$ cat config.mk
export PLATFORM = sky130hd
export DESIGN_NAME = pdm_decimator
export DESIGN_NICKNAME = d
export VERILOG_FILES = /design/src/rtl/pdm_decimator.sv
export SDC_FILE = /design/constraint.sdc
export NUM_CORES = 1
export LEC_CHECK = 0
export CAP_MARGIN = 0
export CORE_MARGIN = 1
export CORE_UTILIZATION = 60
export CTS_BUF_LIST = sky130_fd_sc_hd__clkbuf_2
export CTS_CLUSTER_DIAMETER = 40
export DETAILED_ROUTE_END_ITERATION = 10
export HOLD_SLACK_MARGIN = 0.06
export PLACE_DENSITY = 0.86
export SYNTH_ARGS = -nofsm -noshare
export SYNTH_HDL_FRONTEND = slang
export SYNTH_SLANG_ARGS = --single-unit
$ cat constraint.sdc
create_clock -name clk -period 5.57 [get_ports clk]
set_clock_uncertainty 0.1 [all_clocks]
set_input_delay 1.671 -clock clk [delete_from_list [all_inputs] [get_ports clk]]
set_output_delay 1.671 -clock clk [all_outputs]
set_load 0.01 [all_outputs]
$ cat src/rtl/pdm_decimator.sv
// PDM-to-PCM receiver: 2nd-order CIC, decimation by 2**LOG2_DECIM, saturated and left-justified.
// Optional input synchronizer enabled by defining PDM_DECIMATOR_SYNC_EN.
module pdm_decimator #(
  parameter int LOG2_DECIM = 6,
  parameter int OUT_W      = 16
) (
  input  logic             clk,
  input  logic             rst_n,
  input  logic             ena,
  input  logic             pdm_in,
  output logic [OUT_W-1:0] pcm_out,
  output logic             pcm_valid,
  output logic             warm
);
  localparam int W  = 2*LOG2_DECIM + 1;
  localparam int YW = 2*LOG2_DECIM;
  localparam int SH = OUT_W - YW;

  // pcm_valid is a one-cycle strobe with no backpressure: the consumer must take
  // pcm_out on that cycle; pcm_out holds its value until the next strobe.

  typedef enum logic [1:0] {WARM0, WARM1, RUN} warm_state_e;

  logic                  pdm_bit;
  logic [W-1:0]          i1_q, i1_d, i2_q, i2_d;
  logic [W-1:0]          d1_q, d1_d, d2_q, d2_d;
  logic [W-1:0]          c2_q, c2_d;
  logic [W-1:0]          c1, c2;
  logic [LOG2_DECIM-1:0] cnt_q, cnt_d;
  logic                  tick_q, tick_d;
  logic                  emit_q, emit_d;
  warm_state_e           state_q, state_d;
  logic [OUT_W-1:0]      pcm_out_q, pcm_out_d;
  logic                  pcm_valid_q, pcm_valid_d;
  logic                  warm_q, warm_d;
  logic [YW-1:0]         y_sat;

`ifdef PDM_DECIMATOR_SYNC_EN
  logic [1:0] sync_q, sync_d;

  assign sync_d  = {sync_q[0], pdm_in};
  assign pdm_bit = sync_q[1];

  always_ff @(posedge clk or negedge rst_n) begin
    if (!rst_n) sync_q <= '0;
    else        sync_q <= sync_d;
  end
`else
  assign pdm_bit = pdm_in;
`endif

  always_comb begin
    i1_d        = i1_q;
    i2_d        = i2_q;
    cnt_d       = cnt_q;
    d1_d        = d1_q;
    d2_d        = d2_q;
    c2_d        = c2_q;
    state_d     = state_q;
    pcm_out_d   = pcm_out_q;
    warm_d      = warm_q;
    emit_d      = 1'b0;
    pcm_valid_d = 1'b0;
    y_sat       = '0;
    c1          = i2_q - d1_q;
    c2          = c1 - d2_q;
    tick_d      = ena && (cnt_q == '1);

    if (ena) begin
      i1_d  = i1_q + W'(pdm_bit);
      i2_d  = i2_q + i1_d;
      cnt_d = cnt_q + 1'b1;
    end

    // The first two comb results are built on a partly-filled delay line; drop them.
    if (tick_q) begin
      d1_d   = i2_q;
      d2_d   = c1;
      c2_d   = c2;
      emit_d = (state_q == RUN);
      case (state_q)
        WARM0:   state_d = WARM1;
        WARM1:   state_d = RUN;
        default: state_d = RUN;
      endcase
    end

    // Top bit set means y == R**2, one step past the representable range.
    y_sat = c2_q[W-1] ? '1 : c2_q[YW-1:0];
    if (emit_q) begin
      pcm_out_d   = OUT_W'(y_sat) << SH;
      pcm_valid_d = 1'b1;
      warm_d      = 1'b1;
    end
  end

  always_ff @(posedge clk or negedge rst_n) begin
    if (!rst_n) begin
      i1_q        <= '0;
      i2_q        <= '0;
      d1_q        <= '0;
      d2_q        <= '0;
      c2_q        <= '0;
      cnt_q       <= '0;
      tick_q      <= 1'b0;
      emit_q      <= 1'b0;
      state_q     <= WARM0;
      pcm_out_q   <= '0;
      pcm_valid_q <= 1'b0;
      warm_q      <= 1'b0;
    end else begin
      i1_q        <= i1_d;
      i2_q        <= i2_d;
      d1_q        <= d1_d;
      d2_q        <= d2_d;
      c2_q        <= c2_d;
      cnt_q       <= cnt_d;
      tick_q      <= tick_d;
      emit_q      <= emit_d;
      state_q     <= state_d;
      pcm_out_q   <= pcm_out_d;
      pcm_valid_q <= pcm_valid_d;
      warm_q      <= warm_d;
    end
  end

  assign pcm_out   = pcm_out_q;
  assign pcm_valid = pcm_valid_q;
  assign warm      = warm_q;
endmodule

==> results of run 1 <==
## logic make-up after synthesis
family,synth area share
other,0.000720
multiplexers,0.0548
buffers and inverters,0.0396
flip-flops,0.427
AO/OA/AOI/OAI,0.158
adder cells (fa/ha/maj),0.105
XOR/XNOR,0.0941
AND/OR/NAND/NOR,0.120
## layer usage
metal | vias to the layer above | GRT usage | wire (um)
li1 | 1849 | - | -
met1 | 1738 | 0.255 | 3970
met2 | 59 | 0.411 | 4580
met3 | 15 | 0.0423 | 229
met4 | 0 | 0.0896 | 172
met5 | - | 0 | 0
## area by class of cell
| class | count | area [um^2] | share of cell area |
|---|---|---|---|
| Tap cell | 105 | 131 | 0.0238 |
| Multi-Input combinational cell | 393 | 2790 | 0.504 |
| Clock inverter | 5 | 47.5 | 0.00860 |
| Inverter | 30 | 113 | 0.0204 |
| Timing Repair Buffer | 18 | 175 | 0.0317 |
| Sequential cell | 89 | 2230 | 0.403 |
| Clock buffer | 10 | 50.0 | 0.00905 |
## metrics by stage
stage          total power (W)  instances  hold slack [ns]  setup WS [ns]
5_1_grt                0.00354        650            0.425          0.667
6_report               0.00324        650            0.395          0.946
3_5_place_dp           0.00292        635            0.369          0.379
3_3_place_gp           0.00283        635            0.350          0.567
2_1_floorplan          0.00256        533            0.252           1.16
4_1_cts                0.00323        650            0.395          0.982
## worst min-delay path by stage
stage                      startpoint                endpoint  slack, ns  cells past startpoint
2_1_floorplan        emit_q$_DFF_PN0_     pcm_valid$_DFF_PN0_       0.25                      0
3_3_place_gp         warm$_DFFE_PN0P_        warm$_DFFE_PN0P_       0.35                      1
3_5_place_dp         warm$_DFFE_PN0P_        warm$_DFFE_PN0P_       0.37                      1
4_1_cts          cnt_q[5]$_DFFE_PN0P_    cnt_q[5]$_DFFE_PN0P_       0.40                      1
5_1_grt        state_q[1]$_DFFE_PN0P_  state_q[1]$_DFFE_PN0P_       0.43                      1
6_report         cnt_q[5]$_DFFE_PN0P_    cnt_q[5]$_DFFE_PN0P_       0.39                      1
## worst register-to-register path, stage by stage, from the launching register on
cell	delay [ns]
dfrtp_1	0.52
ha_1	0.32
nor2b_1	0.13
o21ai_1	0.15
a21boi_1	0.12
o21a_1	0.20
o41ai_1	0.37
xnor2_1	0.21
ha_1	0.33
a211o_1	0.34
o221ai_1	0.26
o31ai_1	0.11
a21oi_1	0.18
xor2_1	0.19
xnor2_1	0.09
mux2_2	0.26
## flip-flops by register name, summed over array words and instances, names as in the netlist
register   count
state_q        2
d1_q          13
c2_q          13
emit_q         1
tick_q         1
d2_q          13
cnt_q          6
pcm_valid      1
pcm_out       12
i2_q          13
warm           1
i1_q          13
## placed cells by master (no fill, tap or decap), types with 3 or more instances in the layout
cell	count
ha_1	39
xor2_1	15
nor3b_1	3
nand2_1	50
o21ai_0	29
nor2_1	50
o21bai_1	5
a21o_1	14
a211oi_1	4
a211oi_2	3
and3_1	8
nand4_1	6
nor2b_1	4
nand3_1	5
mux2_2	24
fa_1	3
clkbuf_2	10
conb_1	4
xnor2_1	41
o21ai_1	5
o21a_1	8
nor3_1	8
inv_1	30
a21oi_1	37
clkdlybuf4s50_1	16
dfrtp_1	89
## power breakdown
part	internal [W]	leakage (nW)	switching (W)
Clock	0.0000989	0.0666	0.000200
Sequential	0.000769	1.20	0.000114
Combinational	0.000957	1.30	0.00110
==> flow_metrics.tcl, run 1 <==
set metrics [dict create \
    status "finished clean" \
    fmax_ghz 0.216 \
    r2r-start "i2_q[1]$_DFFE_PN0P_" \
    netlist_top_cells_count "dfrtp_1, nand2_1, nor2_1" \
    slowest_stage "clkdlybuf4s50_1" \
    grt_use_total 0.225 \
    async_flop_share 1.00 \
    yosysSeqAreaShare 0.427 \
    cts_setup_buffers 0 \
    tns_ns 0 \
    cts.path.max_buffers 2 \
    finalCritPeriodShare 0.830 \
    die_area_um2 9060 \
    worst_setup_path_end_kind "register" \
    ctsHoldBuffers 0 \
    synth.top_cell.area_share 0.427 \
    synth_ff_type "dfrtp_1" \
    slew_violations 0 \
    postRouteAntennaNets 0 \
    start_util 0.628 \
    die_w_um 95.2 \
    yosys_warnings 0 \
    die-height_um 95.2 \
    cts_root_buffer "clkbuf_2" \
    tightest_slew_ns 1.18 \
    cts_made_buffers 9 \
    final_util 0.667 \
    yosys.area.top_type "dfrtp_1" \
    relSlewSlack 0.209 \
    synth_edf_count 0 \
    ios 22 \
    core_area_um2 8300 \
    p_leak_nw 2.57 \
    htree_levels 3 \
    yosys.cell_count.top_type "dfrtp_1" \
    startpoint "pdm_in" \
    endpoint "i2_q[12]$_DFFE_PN0P_" \
    dpl_cell_area_um2 5430 \
    totalWireLength_um 8950 \
    fin_crit_ns 4.62 \
    clk_pin_slew_worst_paths_ns 0.20 \
    drc 0 \
    crit_cells 15 \
    drt_iter0_drc 215 \
    startpoint_type "input port" \
    grt_pass1_vias 3688 \
    grt_antenna_before_repair 0 \
    cp_num_buf_inv 1 \
    setup_violations 0 \
    path_cells "clkdlybuf4s50_1 -> ha_1 -> ha_1 -> and3_1 -> and4_1 -> nand3_1 -> xnor2_1 -> ha_1 -> nand2_1 -> o21ai_0 -> a2111oi_0 -> nor2_1 -> xnor2_1 -> nand2_1 -> xnor2_1" \
    stdcell_area_um2 5530 \
    viasPerCell 5.63 \
    syn_to_final_growth_pct 6.17 \
    rrSetupSlack_ns 1.64 \
    routedWlPerCell_um 13.8 \
    worstPathMaxFanout 6 \
    synthTopCellsByArea "dfrtp_1, ha_1, xnor2_1" \
    io_buffers 17 \
    fillCellCount 659 \
    grt_pass1_wl_um 15900 \
    drive_above_1_share 0.0899 \
    cts_resized 0 \
    hold_class "register to register" \
    synth.avg_cell_area_um2 9.83 \
    gp_congestion 0.897 \
    maxCapViolations 0 \
    cts_tree "built" \
    rows 33 \
    ys_types 49 \
    clk_latency_ns 0.53 \
    path_delay_family "simple AND/OR/NAND/NOR gates" \
    cts_sinks 89 \
    synth_seq_cells 89 \
    num_vias 3661 \
    finalHoldViolCount 0 \
    rsz0062_at_grt "false" \
    synth_area_um2 5210 \
    crit_type "input port to register" \
    cp_data_arrival_time_ns 4.96 \
    p_per_area_nw_per_um2 585 \
    required_ns 5.91 \
    r2r_end "c2_q[12]$_DFFE_PN0P_" \
    crit_path_max_incr_delay_ns 0.46 \
    nNetsFinal 587 \
    drtPass1Iterations 4 \
    grt_max_degree 90 \
    ir_drop_v 0.000318 \
    rr_worst_depth 15 \
    dpl.hpwl_um 6440 \
    syn-instance-count 530 \
    num_antenna_cells 0 \
    grt_overflow 0 \
]
Power figures use the tool's default switching activity.
==> run 2, diff against run 1 <==
CORE_UTILIZATION = 57   (was 60)
clock period = 3.8 ns   (was 5.57 ns; I/O delays follow)
==> run 2 against run 1 <==
Power rose by 72%. Critical path depth rose by 1. Worst setup slack got worse by 0.86 ns. Global-route usage fell by 0.98 points. Sequential share of layout area fell by 3.2 points. Sequential cell count did not move. Wire length rose by 13%. Largest cell class unchanged. Worst hold slack got worse by 0.0031 ns. Critical endpoint is now c2_q[12]$_DFFE_PN0P_. First-iteration DRC count fell by 6.0%. Die area rose by 5.1%. Design area rose by 8.8%. The flow now finishes with violations (DRC).
==> flow_metrics.tcl, run 2 (synthesis gave the netlist of run 1 again) <==
set metrics [dict create \
    totalWireLength_um 10100 \
    grt_use_total 0.215 \
    syn_to_final_growth_pct 15.5 \
    startpoint_type "register" \
    grt_pass1_wl_um 16700 \
    start_util 0.592 \
    drt_iter0_drc 202 \
    nNetsFinal 628 \
    violations "DRC" \
    p_sw_w 0.00243 \
    rrSetupSlack_ns 0.08 \
    final_util 0.683 \
    grt_overflow 0 \
    swShare 0.436 \
    io_buffers 17 \
    dp_cells 669 \
    r2r-start "d1_q[1]$_DFFE_PN0P_" \
    dpl_cell_area_um2 5670 \
    final_common_cell "dfrtp_1" \
    viasPerCell 5.66 \
    p_per_area_nw_per_um2 926 \
    ctsHoldBuffers 0 \
    die_area_um2 9530 \
    postRouteAntennaNets 0 \
    fin_crit_ns 3.72 \
    rsz0062_at_grt "true" \
    cts_made_buffers 9 \
    cts_tree "built" \
    tightest_slew_ns 1.07 \
    cts_sinks 89 \
    combPwrFrac 0.687 \
    grt_pass1_vias 3954 \
    post-place-ws_ns -0.619 \
    finalCritPeriodShare 0.978 \
    die_w_um 97.6 \
    p_clk_frac 0.081 \
    worstHoldStart "cnt_q[5]$_DFFE_PN0P_" \
    tns_ns 0 \
    worstPathMaxFanout 3 \
    worst_slack_ns 0.0822 \
    holdPathEnd "cnt_q[5]$_DFFE_PN0P_" \
    drc 6 \
    num_antenna_cells 0 \
    required_ns 4.16 \
    drive_above_1_share 0.201 \
    hold_class "register to register" \
    num_vias 3931 \
    core_area_um2 8810 \
    worst_setup_path_end_kind "register" \
    rows 34 \
    r2r_end "c2_q[12]$_DFFE_PN0P_" \
    finalHoldViolCount 0 \
    die-height_um 97.6 \
    min_path_cells 1 \
    grt_antenna_before_repair 0 \
    setup_violations 0 \
    ios 22 \
    grt_max_degree 90 \
    cts.path.max_buffers 2 \
    ir_drop_v 0.000458 \
    clk_latency_ns 0.55 \
    cts_root_buffer "clkbuf_2" \
    fin_cells 695 \
    slew_violations 0 \
    final_cell_mix "dfrtp_1, nor2_1, nand2_1, buf_4, xnor2_1" \
    status "finished with violations" \
    crit_type "register to register" \
    gp_congestion 0.896 \
    p_leak_nw 2.80 \
    cp_data_arrival_time_ns 4.08 \
    drtPass1Iterations 7 \
    p_int_w 0.00314 \
    clk_pin_slew_worst_paths_ns 0.24 \
    pwr-share-seq 0.232 \
    rr_worst_depth 16 \
    dpl.hpwl_um 6740 \
    stdcell_area_um2 6020 \
    fmax_ghz 0.269 \
    maxCapViolations 0 \
    routedWlPerCell_um 14.6 \
    htree_levels 3 \
    relSlewSlack 0.286 \
]
==> run 2: cell count changes in the layout (fill, tap and decap cells not counted), moves of 3 or more <==
cell,previous run,this run
ha_2,0,3
a21oi_2,0,5
buf_4,2,42
ha_1,39,33
a21oi_1,37,32
inv_1,30,27
inv_2,0,3
ha_4,0,3
==> run 2: area by class of cell <==
cell class,count,area [um^2]
tap,108,135
multi-input combinational,393,2950
clock buffer,9,45.0
sequential,89,2230
clock inverter,7,61.3
inverter,30,113
timing repair buffer,59,487
fill,633,2790
==> run 2: metal layers <==
layer | vias to the layer above | global-route usage | wire length, um
met5 | - | 0 | 0
met3 | 19 | 0.0482 | 358
met2 | 96 | 0.397 | 5350
met1 | 1883 | 0.244 | 4270
li1 | 1933 | - | -
met4 | 0 | 0.0676 | 166
==> run 2: through the flow <==
stage | power, W | hold WS (ns)
floorplan | 0.00376 | 0.252
CTS | 0.00516 | 0.397
finish | 0.00557 | 0.392
global placement | 0.00435 | 0.351
global route | 0.00600 | 0.429
detailed placement | 0.00450 | 0.369
==> run 2: worst max-delay path: stages (launching register included) <==
cell	delay, ns
dfrtp_1	0.43
inv_2	0.09
ha_4	0.20
nor2b_4	0.12
o21ai_2	0.16
a21boi_2	0.09
o21a_1	0.20
o41ai_2	0.30
xnor2_1	0.21
ha_1	0.29
a211o_1	0.33
a211oi_4	0.29
o31ai_2	0.13
a21oi_2	0.15
xor2_1	0.18
xnor2_1	0.09
mux2_4	0.26
==> run 2: how the worst max path moves through the flow <==
stage,start,endpoint,slack [ns],cells past startpoint
after CTS,d1_q[1]$_DFFE_PN0P_,c2_q[12]$_DFFE_PN0P_,0.003,17
after detailed placement,pdm_in,i2_q[12]$_DFFE_PN0P_,-0.62,15
after global routing,d1_q[1]$_DFFE_PN0P_,c2_q[12]$_DFFE_PN0P_,-0.05,16
after floorplan,pdm_in,i2_q[11]$_DFFE_PN0P_,0.0008,13
final,d1_q[1]$_DFFE_PN0P_,c2_q[12]$_DFFE_PN0P_,0.08,16
after global placement,pdm_in,i2_q[12]$_DFFE_PN0P_,-0.36,15
==> run 2: power groups by stage <==
stage / combinational [W] / clock, W / sequential, W
final: 0.00383 / 0.000451 / 0.00129
after floorplan: 0.00250 / 0 / 0.00126
after global routing: 0.00418 / 0.000503 / 0.00132
after global placement: 0.00306 / 0 / 0.00129
after CTS: 0.00340 / 0.000470 / 0.00129
after detailed placement: 0.00320 / 0 / 0.00131
==> run 2: repair_timing <==
action,4_1_cts,5_1_grt
buffers inserted,4,7
setup endpoints to repair,3,4
pin swaps,7,20
gates cloned,0,0
resized for setup,15,23
